<file path="config.mk">
export PLATFORM = sky130hd
export DESIGN_NAME = algo_1r2wg_rd_tracker
export DESIGN_NICKNAME = d
export VERILOG_FILES = /design/src/rtl/algo_1r2wg_rd_tracker.sv
export SDC_FILE = /design/constraint.sdc
export NUM_CORES = 1
export LEC_CHECK = 0
export BUFFER_PORTS_ARGS = -buffer_cell sky130_fd_sc_hd__buf_2
export CORE_UTILIZATION = 57
export CTS_BUF_LIST = sky130_fd_sc_hd__clkbuf_8
export DETAILED_ROUTE_END_ITERATION = 6
export GPL_TIMING_DRIVEN = 0
export HOLD_SLACK_MARGIN = 0.15
export PLACE_DENSITY = 0.89
export SYNTH_ARGS = -nofsm -noshare
export SYNTH_HDL_FRONTEND = slang
export SYNTH_SLANG_ARGS = --single-unit
</file>
<file path="constraint.sdc">
create_clock -name clk -period 12.1 [get_ports clk]
set_input_delay 1.21 -clock clk [delete_from_list [all_inputs] [get_ports clk]]
set_output_delay 1.21 -clock clk [all_outputs]
set_load 0.005 [all_outputs]
</file>
<file path="src/rtl/algo_1r2wg_rd_tracker.sv">
// Read-response tracker for the 1r2wg memory: credit-gated issue, in-order tag/address pairing,
// buffered responses with valid/ready, and ECC error statistics with a first-error log.
module algo_1r2wg_rd_tracker #(
  parameter int unsigned WIDTH   = 32,
  parameter int unsigned BITADDR = 13,
  parameter int unsigned BITPADR = 15,
  parameter int unsigned BITTAG  = 4,
  parameter int unsigned DEPTH   = 8,
  parameter int unsigned BITDPTH = 3,
  parameter int unsigned CNTWDTH = 16
) (
  input  logic               clk,
  input  logic               rst,
  input  logic               ready,
  input  logic               req_vld,
  output logic               req_rdy,
  input  logic [BITADDR-1:0] req_adr,
  input  logic [BITTAG-1:0]  req_tag,
  output logic               read,
  output logic [BITADDR-1:0] rd_adr,
  input  logic               rd_vld,
  input  logic [WIDTH-1:0]   rd_dout,
  input  logic               rd_serr,
  input  logic               rd_derr,
  input  logic [BITPADR-1:0] rd_padr,
  output logic               rsp_vld,
  input  logic               rsp_rdy,
  output logic [BITTAG-1:0]  rsp_tag,
  output logic [WIDTH-1:0]   rsp_dout,
  output logic               rsp_serr,
  output logic               rsp_derr,
  input  logic               err_clr,
  output logic [CNTWDTH-1:0] serr_cnt,
  output logic [CNTWDTH-1:0] derr_cnt,
  output logic               err_vld,
  output logic               err_dbl,
  output logic [BITADDR-1:0] err_adr,
  output logic [BITPADR-1:0] err_padr,
  output logic               unexp
);

  localparam int unsigned CW = BITDPTH + 1;
  localparam logic [CW-1:0] DEPTH_C = CW'(DEPTH);
  localparam logic [CW-1:0] CNT_ONE = CW'(1);
  localparam logic [BITDPTH-1:0] PTR_ONE = BITDPTH'(1);
  localparam logic [CNTWDTH-1:0] ERR_MAX = '1;
  localparam logic [CNTWDTH-1:0] ERR_ONE = CNTWDTH'(1);

  typedef struct packed {
    logic [BITTAG-1:0]  tag;
    logic [BITADDR-1:0] adr;
  } tq_ent_t;

  typedef struct packed {
    logic [BITTAG-1:0] tag;
    logic [WIDTH-1:0]  dout;
    logic              serr;
    logic              derr;
  } rs_ent_t;

  logic [CW-1:0]      crd;
  logic               pop;
  logic               match;
  logic               tq_empty;
  logic               rs_empty;
  logic               cnt_serr;
  logic               cnt_derr;
  logic               err_evt;

  tq_ent_t            tq_mem [DEPTH];
  logic [BITDPTH-1:0] tq_wptr;
  logic [BITDPTH-1:0] tq_rptr;
  logic [CW-1:0]      tq_cnt;
  tq_ent_t            tq_head;

  rs_ent_t            rs_mem [DEPTH];
  logic [BITDPTH-1:0] rs_wptr;
  logic [BITDPTH-1:0] rs_rptr;
  logic [CW-1:0]      rs_cnt;
  rs_ent_t            rs_head;

  // Issue path: combinational accept and pass-through to the macro read port.
  assign req_rdy = ready & (crd != '0);
  assign read    = req_vld & req_rdy;
  assign rd_adr  = req_adr;
  assign pop     = rsp_vld & rsp_rdy;

  assign tq_empty = (tq_cnt == '0);
  assign rs_empty = (rs_cnt == '0);
  assign match    = rd_vld & ~tq_empty;
  assign tq_head  = tq_mem[tq_rptr];
  assign rs_head  = rs_mem[rs_rptr];

  // A credit is held from issue until the host pops the matching response.
  always_ff @(posedge clk) begin
    if (rst) begin
      crd <= DEPTH_C;
    end else if (read & ~pop) begin
      crd <= crd - CNT_ONE;
    end else if (pop & ~read) begin
      crd <= crd + CNT_ONE;
    end
  end

  // Tag FIFO holds {tag, adr} of every read still waiting for its macro return.
  always_ff @(posedge clk) begin
    if (rst) begin
      tq_wptr <= '0;
      tq_rptr <= '0;
      tq_cnt  <= '0;
    end else begin
      if (read) begin
        tq_wptr <= tq_wptr + PTR_ONE;
      end
      if (match) begin
        tq_rptr <= tq_rptr + PTR_ONE;
      end
      case ({read, match})
        2'b10:   tq_cnt <= tq_cnt + CNT_ONE;
        2'b01:   tq_cnt <= tq_cnt - CNT_ONE;
        default: tq_cnt <= tq_cnt;
      endcase
    end
  end

  always_ff @(posedge clk) begin
    if (read) begin
      tq_mem[tq_wptr] <= '{tag: req_tag, adr: req_adr};
    end
  end

  // Response FIFO: registered write, no fall-through; head is stable until popped.
  always_ff @(posedge clk) begin
    if (rst) begin
      rs_wptr <= '0;
      rs_rptr <= '0;
      rs_cnt  <= '0;
    end else begin
      if (match) begin
        rs_wptr <= rs_wptr + PTR_ONE;
      end
      if (pop) begin
        rs_rptr <= rs_rptr + PTR_ONE;
      end
      case ({match, pop})
        2'b10:   rs_cnt <= rs_cnt + CNT_ONE;
        2'b01:   rs_cnt <= rs_cnt - CNT_ONE;
        default: rs_cnt <= rs_cnt;
      endcase
    end
  end

  always_ff @(posedge clk) begin
    if (match) begin
      rs_mem[rs_wptr] <= '{tag: tq_head.tag, dout: rd_dout, serr: rd_serr, derr: rd_derr};
    end
  end

  assign rsp_vld  = ~rs_empty;
  assign rsp_tag  = rs_empty ? '0 : rs_head.tag;
  assign rsp_dout = rs_empty ? '0 : rs_head.dout;
  assign rsp_serr = rs_empty ? 1'b0 : rs_head.serr;
  assign rsp_derr = rs_empty ? 1'b0 : rs_head.derr;

  // A double-bit error dominates: a return flagged both ways counts only as derr.
  assign cnt_derr = match & rd_derr;
  assign cnt_serr = match & rd_serr & ~rd_derr;
  assign err_evt  = cnt_serr | cnt_derr;

  // Saturating counters; an error arriving with err_clr restarts the count at one.
  always_ff @(posedge clk) begin
    if (rst) begin
      serr_cnt <= '0;
    end else if (err_clr) begin
      serr_cnt <= cnt_serr ? ERR_ONE : '0;
    end else if (cnt_serr && (serr_cnt != ERR_MAX)) begin
      serr_cnt <= serr_cnt + ERR_ONE;
    end
  end

  always_ff @(posedge clk) begin
    if (rst) begin
      derr_cnt <= '0;
    end else if (err_clr) begin
      derr_cnt <= cnt_derr ? ERR_ONE : '0;
    end else if (cnt_derr && (derr_cnt != ERR_MAX)) begin
      derr_cnt <= derr_cnt + ERR_ONE;
    end
  end

  // First-error log: only the first error after reset/clear is kept.
  always_ff @(posedge clk) begin
    if (rst) begin
      err_vld  <= 1'b0;
      err_dbl  <= 1'b0;
      err_adr  <= '0;
      err_padr <= '0;
    end else if (err_evt && (~err_vld || err_clr)) begin
      err_vld  <= 1'b1;
      err_dbl  <= rd_derr;
      err_adr  <= tq_head.adr;
      err_padr <= rd_padr;
    end else if (err_clr) begin
      err_vld  <= 1'b0;
      err_dbl  <= 1'b0;
      err_adr  <= '0;
      err_padr <= '0;
    end
  end

  // Sticky protocol-violation flag; only reset clears it.
  always_ff @(posedge clk) begin
    if (rst) begin
      unexp <= 1'b0;
    end else if (rd_vld & tq_empty) begin
      unexp <= 1'b1;
    end
  end

endmodule

</file>
# ---- After elaboration in Yosys (flattened, before gate mapping)
# Memory sizes are Yosys's and may differ from the RTL's. A register that Yosys moved wholly into a read port is not among the register bits.
# Index checks and enable logic that the tools add are counted.
# W data, S select, Z words.
dict set report word_totals {
  reg_bits 87
  in_bits 73
  ram_bits 440
  out_inout_bits 117
  memories 2
  elab_cells 93
}
# name words word_bits read_ports rd_clocked_by_memory_dff write_ports line
set mem_list {}
lappend mem_list {rs_mem 8 38 1 1 1 76} ;# rs_ent_t rs_mem [DEPTH];
lappend mem_list {tq_mem 8 17 1 1 1 70} ;# tq_ent_t tq_mem [DEPTH];
dict set report classes {
  n_eq_ne 6
  reduce_logical 13
  n_bitwise 17
  n_addsub 12
  mux 29
}
# operator count
set op_table {}
lappend op_table {{$mux W16} 4}
lappend op_table {{$add A16 B1 Y16 const B} 2}
lappend op_table {{$mux W32} 1}
lappend op_table {{$ne A16 B16 Y1 const B} 2}
lappend op_table {{$mux W15} 2}
lappend op_table {{$mux W13} 2}
lappend op_table {{$pmux W4 S2} 2}
lappend op_table {{$add A3 B1 Y3 const B} 4}
lappend op_table {{$add A4 B1 Y4 const B} 3}
lappend op_table {{$mux W3} 4}
lappend op_table {{$mux W4} 3}
lappend op_table {{$reduce_bool A2 Y1} 6}
lappend op_table {{$sub A4 B1 Y4 const B} 3}
lappend op_table {{$mux W1} 11}
lappend op_table {{$and A1 B1 Y1} 10}
lappend op_table {{$logic_not A4 Y1} 2}
lappend op_table {{$not A1 Y1} 6}
lappend op_table {{$eq A2 B1 Y1 const B} 2}
lappend op_table {{$eq A2 B2 Y1 const B} 2}
lappend op_table {{$reduce_bool A4 Y1} 1}
lappend op_table {{$logic_and A1 B1 Y1} 3}
lappend op_table {{$logic_or A1 B1 Y1} 1}
lappend op_table {{$or A1 B1 Y1} 1}

# ---- Longest topological paths before layout
dict set report depth {
  ltp_word 8
  ltp_mapped 11
  ltp_nobuf 10
}

# ---- Worst setup path before layout
# No wires, ideal clock.
dict set report synth_path {
  path_type {input port to flip-flop}
  start {input rd_vld}
  end {memory rs_mem[0][0] (netlist bit), enable pin}
  stages 3
  t_arrival_ps 5163
  setup_slack_ps 6408
  path_buffers 1
  setup_ps 528
  cell_sequence {o41ai_4 clkbuf_1 nor4_1}
}
dict set report synth_between {
  elab_chain_len 3
}
# element line
set synth_rtl {}
lappend synth_rtl {{start: declaration} 21} ;# input logic rd_vld,
lappend synth_rtl {{$and A1 B1 Y1} 90} ;# assign match = rd_vld & ~tq_empty;
lappend synth_rtl {{$mux W1} 154} ;# if (match) begin
lappend synth_rtl {{$mux W1 (not written as such)} 155} ;# rs_mem[rs_wptr] <= '{tag: tq_head.tag, dout: rd_dout, serr: rd_serr, derr: rd_derr};
lappend synth_rtl {{end: declaration} 76}
# No other way between the ends.

# ---- Final worst setup path
dict set report layout_path {
  start {register rs_cnt[1]}
  end {output rsp_dout[14]}
}
dict set report layout_between {
  elab_chain_len 2
}
# element line
set layout_rtl {}
lappend layout_rtl {{start: declaration} 79} ;# logic [CW-1:0] rs_cnt;
lappend layout_rtl {{start signal: assignment} 146} ;# 2'b10: rs_cnt <= rs_cnt + CNT_ONE;
lappend layout_rtl {{start signal: assignment} 147} ;# 2'b01: rs_cnt <= rs_cnt - CNT_ONE;
lappend layout_rtl {{start signal: assignment} 148} ;# default: rs_cnt <= rs_cnt;
lappend layout_rtl {{$logic_not A4 Y1} 89} ;# assign rs_empty = (rs_cnt == '0);
lappend layout_rtl {{$mux W32} 161} ;# assign rsp_dout = rs_empty ? '0 : rs_head.dout;
lappend layout_rtl {{end: declaration} 29} ;# output logic [WIDTH-1:0] rsp_dout,
# No other way between the ends.

==> results.ini <==
[outcome]
status=complete, no violations

[synthesis]
yosysTopAreaCellShare_pct=62.62
netlist_instances=1226
yosysSeqAreaShare_pct=71.45
synth-edff-count=440
netlist_area_um2=21100
synth_area_leader_cell=edfxtp_1
ys_ff_latch=533
synth_nets=1313
ys.flop_type=edfxtp_1
netlist-cell-type-count=60
synthArstFlopShare_pct=0
postSynthAreaPerCell_um2=17.21
ys_warn_count=0
synth_area_leaders=edfxtp_1 63%, mux4_2 12%, dfxtp_1 8.8%, mux2i_1 2.3%, a21oi_1 1.4%

[clock_tree]
cts_buffers=83
cts_max_path_buffers=3
ctsResizeCount=0
insertion_delay_ns=0.65
ctsHoldBuffers=0
cts_setup_buffers=0
htreeDepth=3
cts_num_sinks=533
cts_tree=built
root_buffer=clkbuf_8
clkTransAtPathRegs_ns=0.06

[grt]
grt_max_degree=24
grt_pass1_wl_mm=73.19
grt_pass1_vias=12940
grt_use_total_pct=25.82
antenna_found_initial=4
grt-ovfl-total=0

[critical_path]
endpoint_kind=output pin
critPathMaxFanout=10
path_class=reg -> out
arrival_ns=3.57
worst_setup_path_start_kind=flop
cp_data_required_time_ns=10.89

[pwr]
pwr-share-comb_pct=23.8
finalPower_uw=4669
p_leak_uw=0.008417
switchingPower_uw=1351
powerDensity_nw_per_um2=189.2
seq_power_share_pct=46.6
vdd_drop_max_v=0.0001116
pwr-share-clk_pct=29.6
swShare_pct=28.93
intPower_uw=3319

[final_layout]
area_growth_syn_to_layout_pct=16.98
drive_above_1_share_pct=30.71
nets=1623
stdcell_count=2074

[placement]
post-dp-hpwl_mm=31.98
gp_congestion=0.9006
port_buffers=189
dp_cells=1919

[sta]
fin_setup_tns_ns=0
worst_pin_slew_ns=1.175
skew_ns=0.03184
rsz0062_at_grt=no
fmax_mhz=209.3
slew_violations=0
setup_viol_count_final=0
slew_headroom_pct=20.93
finalHoldViolCount=0
period_needed_ns=4.778
post-route-period-util_pct=39.49

[floorplanning]
rows=70
core_area_um2=36520
die-area_um2=37790
die_x_um=194.4
io_pins=190
die_h_um=194.4
initial_utilization_pct=57.77

[routing]
ant_nets=0
routedWlPerCell_um=23.10
vias=12710
wl_met3_mm=3.545
via_per_inst=6.128
top_layer=met5
drc=0
drt-initial-drc-count=1030
routedLengthMet1_mm=17.87
dr_wl_met2_mm=24.78
wirelength_mm=47.91
dr.pass1.iters=5

[min_path]
hold_path.class=reg -> reg

[flow_run]
maxCapViolations=0

[flip-flops by register name, indices dropped and copies added (netlist names), named ones only]
signal and flops:
rs_rptr 3, crd 4, err_padr 15, tq_rptr 3
unexp 1, rs_cnt 4, err_dbl 1, rs_wptr 3
tq_cnt 4, derr_cnt 16, serr_cnt 16, err_vld 1
tq_wptr 3, rs_mem 304, err_adr 13, tq_mem 136
[layout by cell type, fill, tap and decap left out, types with 4 or more instances in the layout]
master and count:
edfxtp_1 440, buf_2 201, mux4_2 110, dfxtp_1 93, clkbuf_8 90, nor2_1 68, a21oi_1 61, nand2_1 51
mux2i_1 49, clkbuf_1 43, inv_1 34, nand3_1 33, clkinv_1 23, buf_4 22, buf_6 20, o21ai_0 17
nor2b_1 17, a211oi_1 16, o31ai_1 15, or4_1 15, nor3_1 14, ha_1 14, xor2_1 12, nand4_1 12
buf_1 11, or3_1 11, nor3_2 8, nor4_1 8, clkinv_2 7, buf_8 6, mux2_2 5, nand2b_1 5
a31oi_1 5, diode_2 4, xnor2_1 4, and4_1 4, and3_1 4
[final timing paths]
check                                                from                        end  slack (ns)  depth (start not counted)
worst min register to register  err_padr[10]$_SDFFE_PP0P_  err_padr[10]$_SDFFE_PP0P_        0.46                          2
worst max register to register     tq_cnt[0]$_SDFFE_PP0P_     rs_mem[4][4]$_DFFE_PP_        8.82                          8
worst min-delay path            err_padr[10]$_SDFFE_PP0P_  err_padr[10]$_SDFFE_PP0P_        0.46                          2
worst max-delay path               rs_cnt[1]$_SDFFE_PP0P_               rsp_dout[14]        7.32                          6
[stage by stage]
step / utilization (%) / worst slack, ns / area [um2] / hold slack [ns]
global placement: 61.96 / 2.821 / 22630 / 0.4492
floorplan: - / 6.408 / 21100 / 0.4541
CTS: 67.55 / 7.313 / 24670 / 0.4635
global route: 67.56 / 7.193 / 24670 / 0.4850
finish: 67.58 / 7.322 / 24680 / 0.4632
detailed placement: 63.38 / 7.980 / 23150 / 0.4559
[synthesized netlist by cell type (all sizes together) (4+ instances only)]
| master | instances |
|---|---|
| clkbuf | 43 |
| or4 | 16 |
| dfxtp | 93 |
| nand2 | 51 |
| xor2 | 12 |
| nand2b | 5 |
| mux2 | 6 |
| nor3 | 22 |
| nor2b | 17 |
| mux4 | 110 |
| mux2i | 49 |
| a21oi | 61 |
| nand3 | 33 |
| and4 | 4 |
| a31oi | 5 |
| nor4 | 10 |
| o31ai | 15 |
| or3 | 11 |
| nor2 | 74 |
| and3 | 4 |
| nand4 | 12 |
| edfxtp | 440 |
| ha | 14 |
| o21ai | 17 |
| a211oi | 16 |
| inv | 9 |
| buf | 38 |
| xnor2 | 4 |
[power by group through the flow]
stage | logic, uW | registers, uW | clock network [uW]
after floorplan | 710 | 2200 | 0
after global placement | 1030 | 2220 | 0
after detailed placement | 1110 | 2210 | 0
after CTS | 1120 | 2170 | 1400
after global routing | 1200 | 2190 | 1490
final | 1110 | 2180 | 1380
[cell type report]
class | count | area (um2)
clock inverters | 61 | 284.0
plain buffers | 81 | 382.9
fillers | 2251 | 11840
repair buffers | 225 | 1381
flip-flops and latches | 533 | 15070
multi-input cells | 603 | 5690
diodes | 4 | 10.01
well taps | 468 | 585.6
clock buffers | 90 | 1239
inverters | 9 | 33.78
[logic make-up (layout without fill, tap and decap cells)]
group | Yosys count | after routing | synth area share, %
and+or+nand+nor | 272 | 272 | 6.529
muxes | 165 | 165 | 14.39
AOI/OAI and AO/OA | 136 | 136 | 4.169
other | 0 | 4 | 0
xor gates and xnor gates | 16 | 16 | 0.6642
buffers and inverters | 90 | 466 | 1.975
adders and majority gates | 14 | 14 | 0.8302
DFF | 533 | 533 | 71.45
[worst max-delay path: stages (launching register included)]
cell      delay, ns
dfxtp_1        0.30
clkbuf_1       0.19
nor4_1         0.98
clkbuf_1       0.65
clkbuf_1       0.52
nor2_1         0.14
buf_2          0.16
[metal layers]
layer | vias to the layer above | track usage, %
li1 | 5542 | -
met1 | 6357 | 31.93
met2 | 677 | 44.42
met4 | 4 | 11.70
met5 | - | 0
met3 | 129 | 4.876
Note: power is estimated with default switching activity, not from simulation.
